[src/rtl/fe_pow_if.sv]
// fe_pow_if: bundles the fe_pow request/result handshake and the shared
// femul-style multiplier port into one interface.
// slave  : the fe_pow engine side (takes requests, drives the multiplier).
// master : the environment side (issues requests, returns products).
interface fe_pow_if #(
   parameter int WIDTH    = 255,
   parameter int EXP_BITS = 255
);

   // Request / result handshake
   logic                start;
   logic                mode;
   logic [WIDTH-1:0]    base;
   logic [EXP_BITS-1:0] exponent;
   logic                busy;
   logic                done;
   logic [WIDTH-1:0]    result;

   // Shared multiplier port
   logic                mul_start;
   logic [WIDTH-1:0]    mul_a;
   logic [WIDTH-1:0]    mul_b;
   logic                mul_done;
   logic [WIDTH-1:0]    mul_out;

   modport slave (
      input  start,
      input  mode,
      input  base,
      input  exponent,
      output busy,
      output done,
      output result,
      output mul_start,
      output mul_a,
      output mul_b,
      input  mul_done,
      input  mul_out
   );

   modport master (
      output start,
      output mode,
      output base,
      output exponent,
      input  busy,
      input  done,
      input  result,
      input  mul_start,
      input  mul_a,
      input  mul_b,
      output mul_done,
      output mul_out
   );

endinterface

[src/rtl/fe_pow.sv]
// fe_pow: field exponentiation result = base^e mod p by left-to-right
// square-and-multiply. Owns no multiplier; every product is requested over
// the shared femul-style port in fe_pow_if, one request outstanding at most.
// mode=0 takes the exponent from the port, mode=1 uses INV_EXP (p-2 gives
// the field inverse).
// Optional feature macro: FE_POW_CONST_TIME_EN -- when defined, the multiply
// step runs for every exponent bit (multiplying by 1 for zero bits) so the
// request pattern and completion time do not depend on the exponent.
module fe_pow #(
   parameter int                  WIDTH    = 255,
   parameter int                  EXP_BITS = 255,
   // 2^255 - 21 for the default width: all ones except bits 4 and 2
   parameter logic [EXP_BITS-1:0] INV_EXP  = {{(EXP_BITS-5){1'b1}}, 5'b01011}
) (
   input  logic     clock,
   input  logic     reset,
   fe_pow_if.slave  bus
);

   localparam int               IDX_W   = (EXP_BITS > 1) ? $clog2(EXP_BITS) : 1;
   localparam logic [IDX_W-1:0] IDX_TOP = IDX_W'(EXP_BITS - 1);
   localparam logic [WIDTH-1:0] ONE     = WIDTH'(1);

   typedef enum logic [1:0] {
      IDLE = 2'd0,
      SQR  = 2'd1,
      MUL  = 2'd2
   } state_t;

   state_t              state_q, state_d;
   logic                busy_q, busy_d;
   logic                done_q, done_d;
   logic                wait_q, wait_d;       // a multiplier request is outstanding
   logic                mul_start_q, mul_start_d;
   logic [WIDTH-1:0]    mul_a_q, mul_a_d;
   logic [WIDTH-1:0]    mul_b_q, mul_b_d;
   logic [WIDTH-1:0]    acc_q, acc_d;
   logic [IDX_W-1:0]    idx_q, idx_d;
   logic [WIDTH-1:0]    result_q, result_d;
   logic [WIDTH-1:0]    b_q, b_d;
   logic [EXP_BITS-1:0] e_q, e_d;

   logic                e_bit;
   logic                go_mul;

   // Operand B of the multiply step: the base for a one bit, otherwise 1 so
   // the product leaves the accumulator unchanged (only reached in the
   // constant-time build, the variable-time build skips zero bits).
   function automatic logic [WIDTH-1:0] mul_operand(input logic          bit_set,
                                                    input logic [WIDTH-1:0] base_val);
      return bit_set ? base_val : ONE;
   endfunction

   assign e_bit = e_q[idx_q];

   // Next-state, request issue and result capture
   always_comb begin
      state_d     = state_q;
      busy_d      = busy_q;
      done_d      = done_q;
      wait_d      = wait_q;
      mul_start_d = 1'b0;
      mul_a_d     = mul_a_q;
      mul_b_d     = mul_b_q;
      acc_d       = acc_q;
      idx_d       = idx_q;
      result_d    = result_q;
      b_d         = b_q;
      e_d         = e_q;
      go_mul      = 1'b0;

      unique case (state_q)
         IDLE: begin
            // start is only looked at here; busy is low exactly in IDLE
            if (bus.start) begin
               b_d     = bus.base;
               e_d     = bus.mode ? INV_EXP : bus.exponent;
               acc_d   = ONE;
               idx_d   = IDX_TOP;
               done_d  = 1'b0;
               busy_d  = 1'b1;
               wait_d  = 1'b0;
               state_d = SQR;
            end
         end

         SQR: begin
            if (!wait_q) begin
               // First request of an operation: square the initial acc
               mul_start_d = 1'b1;
               mul_a_d     = acc_q;
               mul_b_d     = acc_q;
               wait_d      = 1'b1;
            end else if (bus.mul_done) begin
               acc_d = bus.mul_out;
`ifdef FE_POW_CONST_TIME_EN
               go_mul = 1'b1;
`else
               go_mul = e_bit;
`endif
               if (go_mul) begin
                  // Multiply the fresh square by the base (or by 1)
                  state_d     = MUL;
                  mul_start_d = 1'b1;
                  mul_a_d     = bus.mul_out;
                  mul_b_d     = mul_operand(e_bit, b_q);
               end else if (idx_q == '0) begin
                  result_d = bus.mul_out;
                  done_d   = 1'b1;
                  busy_d   = 1'b0;
                  wait_d   = 1'b0;
                  state_d  = IDLE;
               end else begin
                  // Zero bit: next square issues straight from the product
                  idx_d       = idx_q - IDX_W'(1);
                  mul_start_d = 1'b1;
                  mul_a_d     = bus.mul_out;
                  mul_b_d     = bus.mul_out;
               end
            end
         end

         MUL: begin
            if (bus.mul_done) begin
               acc_d = bus.mul_out;
               if (idx_q == '0) begin
                  result_d = bus.mul_out;
                  done_d   = 1'b1;
                  busy_d   = 1'b0;
                  wait_d   = 1'b0;
                  state_d  = IDLE;
               end else begin
                  idx_d       = idx_q - IDX_W'(1);
                  state_d     = SQR;
                  mul_start_d = 1'b1;
                  mul_a_d     = bus.mul_out;
                  mul_b_d     = bus.mul_out;
               end
            end
         end

         default: begin
            state_d = IDLE;
            busy_d  = 1'b0;
            wait_d  = 1'b0;
         end
      endcase
   end

   // Control and accumulator state; reset aborts any operation immediately
   always_ff @(posedge clock or posedge reset) begin
      if (reset) begin
         state_q     <= IDLE;
         busy_q      <= 1'b0;
         done_q      <= 1'b0;
         wait_q      <= 1'b0;
         mul_start_q <= 1'b0;
         mul_a_q     <= '0;
         mul_b_q     <= '0;
         acc_q       <= ONE;
         idx_q       <= IDX_TOP;
         result_q    <= '0;
      end else begin
         state_q     <= state_d;
         busy_q      <= busy_d;
         done_q      <= done_d;
         wait_q      <= wait_d;
         mul_start_q <= mul_start_d;
         mul_a_q     <= mul_a_d;
         mul_b_q     <= mul_b_d;
         acc_q       <= acc_d;
         idx_q       <= idx_d;
         result_q    <= result_d;
      end
   end

   // Operand latches; only meaningful after an accepted start
   always_ff @(posedge clock) begin
      b_q <= b_d;
      e_q <= e_d;
   end

   assign bus.busy      = busy_q;
   assign bus.done      = done_q;
   assign bus.result    = result_q;
   assign bus.mul_start = mul_start_q;
   assign bus.mul_a     = mul_a_q;
   assign bus.mul_b     = mul_b_q;

endmodule

[src/flat_wrapper.sv]
// flat-port wrapper written by rule: the top's interface ports become plain ports
module fe_pow_flat 
#(
   parameter int                  WIDTH    = 255,
   parameter int                  EXP_BITS = 255,
                                                                    
   parameter logic [EXP_BITS-1:0] INV_EXP  = {{(EXP_BITS-5){1'b1}}, 5'b01011}
)
  (clock, reset, bus_start, bus_mode, bus_base, bus_exponent, bus_busy, bus_done, bus_result, bus_mul_start, bus_mul_a, bus_mul_b, bus_mul_done, bus_mul_out);
  fe_pow_if #(.WIDTH(WIDTH), .EXP_BITS(EXP_BITS)) bus_i ();
  input  logic clock;
  input  logic reset;
  input wire logic [$bits(bus_i.start)-1:0] bus_start;
  input wire logic [$bits(bus_i.mode)-1:0] bus_mode;
  input wire logic [$bits(bus_i.base)-1:0] bus_base;
  input wire logic [$bits(bus_i.exponent)-1:0] bus_exponent;
  output wire logic [$bits(bus_i.busy)-1:0] bus_busy;
  output wire logic [$bits(bus_i.done)-1:0] bus_done;
  output wire logic [$bits(bus_i.result)-1:0] bus_result;
  output wire logic [$bits(bus_i.mul_start)-1:0] bus_mul_start;
  output wire logic [$bits(bus_i.mul_a)-1:0] bus_mul_a;
  output wire logic [$bits(bus_i.mul_b)-1:0] bus_mul_b;
  input wire logic [$bits(bus_i.mul_done)-1:0] bus_mul_done;
  input wire logic [$bits(bus_i.mul_out)-1:0] bus_mul_out;
  assign bus_i.start = bus_start;
  assign bus_i.mode = bus_mode;
  assign bus_i.base = bus_base;
  assign bus_i.exponent = bus_exponent;
  assign bus_busy = bus_i.busy;
  assign bus_done = bus_i.done;
  assign bus_result = bus_i.result;
  assign bus_mul_start = bus_i.mul_start;
  assign bus_mul_a = bus_i.mul_a;
  assign bus_mul_b = bus_i.mul_b;
  assign bus_i.mul_done = bus_mul_done;
  assign bus_i.mul_out = bus_mul_out;
  fe_pow #(.WIDTH(WIDTH), .EXP_BITS(EXP_BITS), .INV_EXP(INV_EXP)) u_core (.clock(clock), .reset(reset), .bus(bus_i));
endmodule
[config.mk]
export PLATFORM = sky130hd
export DESIGN_NAME = fe_pow_flat
export DESIGN_NICKNAME = d
export VERILOG_FILES = /design/src/rtl/fe_pow_if.sv /design/src/rtl/fe_pow.sv /design/src/flat_wrapper.sv
export SDC_FILE = /design/constraint.sdc
export NUM_CORES = 2
export LEC_CHECK = 0
export CORE_AREA = 2 2 592 594
export DETAILED_ROUTE_END_ITERATION = 6
export DIE_AREA = 0 0 594 596
export DONT_BUFFER_PORTS = 1
export GPL_TIMING_DRIVEN = 1
export HOLD_SLACK_MARGIN = 0.15
export PLACE_DENSITY = 0.35
export SLEW_MARGIN = 10
export SYNTH_ARGS = -nofsm -noshare
export SYNTH_HDL_FRONTEND = slang
export SYNTH_SLANG_ARGS = --single-unit
[constraint.sdc]
create_clock -name clock -period 63.4 [get_ports clock]
set_clock_uncertainty 0.05 [all_clocks]
set_input_delay 6.34 -clock clock [delete_from_list [all_inputs] [get_ports clock]]
set_output_delay 6.34 -clock clock [all_outputs]
set_load 0.02 [all_outputs]
---- Word level (Yosys, flattened, before mapping) ----
Cells that the tools add are included.
storage, ports and cells
  bits in registers ....................... 1,544
  bits of input ports ..................... 770
  output and inout port bits .............. 768
  word-level logic and storage cells ...... 100
operators by class
  $add $sub $neg .......................... 1
  magnitude comparators ................... 1
  equal/unequal tests ..................... 10
  mux-type cells .......................... 64
  reductions and logical operators ........ 12
operators with widths
  cell                 number
  $mux 255             18
  $pmux 255 s2         3
  $pmux 255 s3         1
  $mux 8               6
  $pmux 8 s3           1
  $mux 1               23
  $reduce_and 5->1     3
  $mux 2               6
  $lt 8x9->1 const B   1
  $pmux 1 s3           3
  $reduce_and 3->1     3
  $bmux 1 s8           1
  $logic_not 8->1      1
  $ne 2x2->1 const B   4
  $sub 8x1->8 const B  1
  $pmux 2 s3           1
  $reduce_and 6->1     1
  $ne 2x1->1 const B   2
  $ne 3x1->1 const B   1
  $ne 3x3->1 const B   1
  $reduce_bool 3->1    1
  $eq 2x1->1 const B   1
  $eq 2x2->1 const B   1
  $logic_not 2->1      1
  3 further kinds      3

---- Depth between registers and ports, before layout ----
  depth after elaboration ................. 6
  mapped depth ............................ 15
  mapped depth without buffers ............ 10

---- Least setup slack after synthesis ----
OpenSTA, ideal clock, no wires.
  path kind ............................... input to register
  start point ............................. in bus_start
  end point ............................... reg u_core.b_q[0] (enable)
  setup time .............................. 0.938 ns
  data arrival time ....................... 17.706 ns
  data required time ...................... 62.412 ns
  setup slack ............................. 44.706 ns
  stages on the path ...................... 1
  path through ............................ and2_1
on the way
  cells in the longest elaborated chain, start to end .. 1
ends and longest elaborated chain
  what                               line                text
  start, declared                    flat_wrapper.sv:13  input wire logic [$bits(bus_i.start)-1:0] bus_start;
  $reduce_and 2->1 (no source line)  n/a
  end signal, assigned               fe_pow.sv:179       b_q <= b_d;
  end, declared                      fe_pow.sv:40        logic [WIDTH-1:0] b_q, b_d;
Every way passes these cells.
A chain may end at the register's enable or synchronous reset.

---- Worst setup path after layout ----
  start point ............................. in bus_mul_done
  end point ............................... reg u_core.mul_a_q[139], in the netlist u_core.bus.mul_a[139]
on the way
  cells in the longest elaborated chain, start to end .. 2
ends and longest elaborated chain
  what                                                       line                text
  start, declared                                            flat_wrapper.sv:23  input wire logic [$bits(bus_i.mul_done)-1:0] bus_mul_done;
  $ne 3x3->1 (no source line) or $ne 2x2->1 (tied branches)  n/a
  $reduce_and 3->1 (no source line) (*)                      n/a
  end signal, assigned                                       fe_pow.sv:169       mul_a_q <= mul_a_d;
  end, declared                                              fe_pow.sv:35        logic [WIDTH-1:0] mul_a_q, mul_a_d;
Every way passes the cells marked *; elsewhere a longest branch is shown, timed or not.

==> impl_metrics.py <==
metrics = {
    "status": {
        "status": "finished, final reports clean",
    },
    "hold_path": {
        "holdPathStages": 2,
        "whs_endpoint": "u_core.acc_q[254]",
        "hold_class": "reg2reg",
        "hp-start": "u_core.acc_q[254]",
    },
    "logic_synthesis": {
        "synth_top_area_cell": "dfrtp_1",
        "synth-compound-area-share": 0.0920,
        "synth_most_common_cell": "nand2_1",
        "synthXorXnorAreaFrac": 0,
        "ys_seq_area_frac": 0.591,
        "synth_mux_area_frac": 0.0943,
        "synth_simple_gate_area_frac": 0.186,
        "netlist_top_cells_count": "nand2_1, nor2_1, dfrtp_1",
        "synth_top_area_share": 0.368,
        "syn_area_mm2": 0.0697,
        "synthCells": 6724,
        "synthAdderAreaFrac": 0.000897,
        "synth-edff-count": 510,
        "yosys.cell_types.count": 65,
        "synth_seq_cells": 1544,
        "yosys_warnings": 0,
        "synth_area_leaders": "dfrtp_1, edfxtp_1, nand2_1",
        "synth_top_family_by_area": "simple AND/OR/NAND/NOR gates",
        "avgSynthCellArea_um2": 10.4,
        "synthFlopType": "dfrtp_1",
        "synth-async-reset-ratio": 0.670,
        "syn_nets": 7499,
    },
    "placement": {
        "routabilityCongestion": 0.843,
        "placement.io_buffers": 0,
        "place_area_mm2": 0.0742,
        "hpwl_um": 256000,
    },
    "finish": {
        "final_cell_area_mm2": 0.0808,
        "layout-drive-gt1-share": 0.113,
        "nets": 7286,
        "seq_area_mm2": 0.0412,
        "n_fill_cell": 37200,
        "area_growth_pct": 15.8,
        "multi_input_area_mm2": 0.0261,
    },
    "worst_setup_path": {
        "cp.arrival_ps": 10130,
        "cp_max_fo": 64,
        "endpoint_kind": "flop",
        "critPathKind": "in2reg",
        "r2r_setup_slack_ps": 56650,
        "critPathRequiredTime_ps": 64130,
        "start_kind": "primary input",
        "reg2reg_depth": 11,
        "reg2reg_from": "u_core.idx_q[0]",
        "r2r-end": "u_core.bus.mul_b[8]",
    },
    "power_and_ir_drop": {
        "p_int_mw": 2.61,
        "p_leak_nw": 33.8,
        "peakVddDrop_mv": 0.0453,
        "p_per_area_mw_per_mm2": 62.1,
        "netSwitchingPower_mw": 2.41,
        "p_seq_frac": 0.394,
        "combPwrFrac": 0.379,
        "pwr-share-clk": 0.227,
        "swShare": 0.481,
    },
    "timing": {
        "tns_ps": 0,
        "timing.final.hold_violations": 0,
        "fmaxAchievable_mhz": 106,
        "relSlewSlack": 0.215,
        "finalCritPeriodShare": 0.148,
        "worst_pin_slew_ps": 1180,
        "period_needed_ps": 9400,
        "drv_slew": 0,
        "rsz0062_at_grt": "no",
        "setup_violations": 0,
    },
    "cts": {
        "cts-root-buf": "clkbuf_16",
        "clock_latency_ps": 910,
        "holdBufCountCts": 0,
        "clockBufferDepth": 4,
        "postCtsSetupRepairBufs": 0,
        "cts_max_level": 4,
        "cts_tree": "built",
        "clock_sinks": 1544,
        "path_clk_slew_ps": 60,
        "numCtsBuffers": 199,
        "cts-resized-gates": 0,
    },
    "drt": {
        "dr_total_vias": 53300,
        "viasPerCell": 4.70,
        "firstDrtPassIters": 5,
        "dr.first_iter.drc_count": 4211,
        "post_drt_wl_per_cell_um": 32.2,
        "drcViolationCount": 0,
        "drtAntennaViolNets": 0,
        "wirelength_um": 366000,
    },
    "floorplanning": {
        "die_x_um": 594,
        "ioPinCount": 1538,
        "die-area_mm2": 0.354,
        "die_h_um": 596,
        "start_util": 0.200,
        "coreArea_mm2": 0.348,
        "std_cell_rows": 217,
    },
    "grt": {
        "grt_max_degree": 256,
        "grt_pass1_wl_um": 495000,
        "antenna_found_initial": 183,
        "grt.overflow.total": 0,
        "first_global_vias": 53300,
        "grt_use_total": 0.199,
    },
    "job": {
        "drv_cap": 0,
    },
}
critical path, cell delays in order:
cell and delay, ps:
o21a_4 350, nand2b_2 130, buf_4 650, nor2_4 330, a21boi_4 350, buf_4 620, buf_4 860, o22ai_1 190
nor2_1 140
metrics by stage:
stage	util	std cells	setup slack, ps	total power, mW	hold slack [ps]
2_1_floorplan	-	6724	27920	3.11	390
3_3_place_gp	0.213	10900	53000	3.91	406
3_5_place_dp	0.213	10900	52950	3.94	417
4_1_cts	0.232	11300	53960	5.10	432
5_1_grt	0.232	11300	53570	5.30	457
6_report	0.232	11400	54000	5.02	431
placed cells by master (no fill, tap or decap), drive strengths merged, types with 45 or more instances in the layout:
master	count
a211oi	433
a21oi	57
a31oi	45
buf	107
clkbuf	300
clkinv	51
dfrtp	1026
diode	79
edfxtp	510
inv	59
mux2	274
mux2i	236
mux4	50
nand2	1281
nand3	350
nor2	1118
nor2b	52
o21ai	52
o22ai	306
or2	258
final cells by class:
cell class	instances	share of cell area
antenna	79	0.00245
clock buffer	300	0.0703
clock inverter	65	0.00818
inverter	56	0.00270
multi-input combinational	4603	0.324
sequential	1544	0.510
tap	4599	0.0713
timing repair buffer	107	0.0112
power by group through the flow:
stage	clock (mW)	sequential, mW	combinational (mW)
floorplan	0	1.78	1.33
global placement	0	2.00	1.90
detailed placement	0	2.01	1.93
CTS	1.17	1.99	1.94
global route	1.21	2.01	2.08
finish	1.14	1.98	1.90
cell families after synthesis:
group | after synthesis
flops | 1544
fa+ha+maj | 5
simple gates | 3096
buf+inv | 577
mux | 560
compound gates | 942
worst max-delay path by stage:
stage | start | end | slack, ps | depth (start not counted)
5_1_grt | reset | u_core.bus.mul_a[118] | 53570 | 5
2_1_floorplan | reset | u_core.acc_q[100] | 27920 | 1
4_1_cts | reset | u_core.bus.mul_a[115] | 53960 | 5
6_report | bus_mul_done | u_core.bus.mul_a[139] | 54000 | 9
3_3_place_gp | reset | u_core.bus.mul_a[111] | 53000 | 5
3_5_place_dp | reset | u_core.bus.mul_a[95] | 52950 | 5
metal layers:
| layer | part of all wire | GRT usage | vias up |
|---|---|---|---|
| li1 | - | - | 23100 |
| met1 | 0.39 | 0.233 | 27300 |
| met2 | 0.48 | 0.338 | 2242 |
| met3 | 0.099 | 0.0782 | 599 |
| met4 | 0.029 | 0.0531 | 80 |
| met5 | 0.0015 | 0 | - |
state kept, by name, indices dropped and copies added (netlist names), 2 cells and up:
signal             flops
u_core.b_q           255
u_core.e_q           255
u_core.bus.mul_b     255
u_core.idx_q           8
u_core.acc_q         255
u_core.bus.result    255
u_core.bus.mul_a     255
u_core.state_q         2
Note: power is estimated with default switching activity, not from simulation.
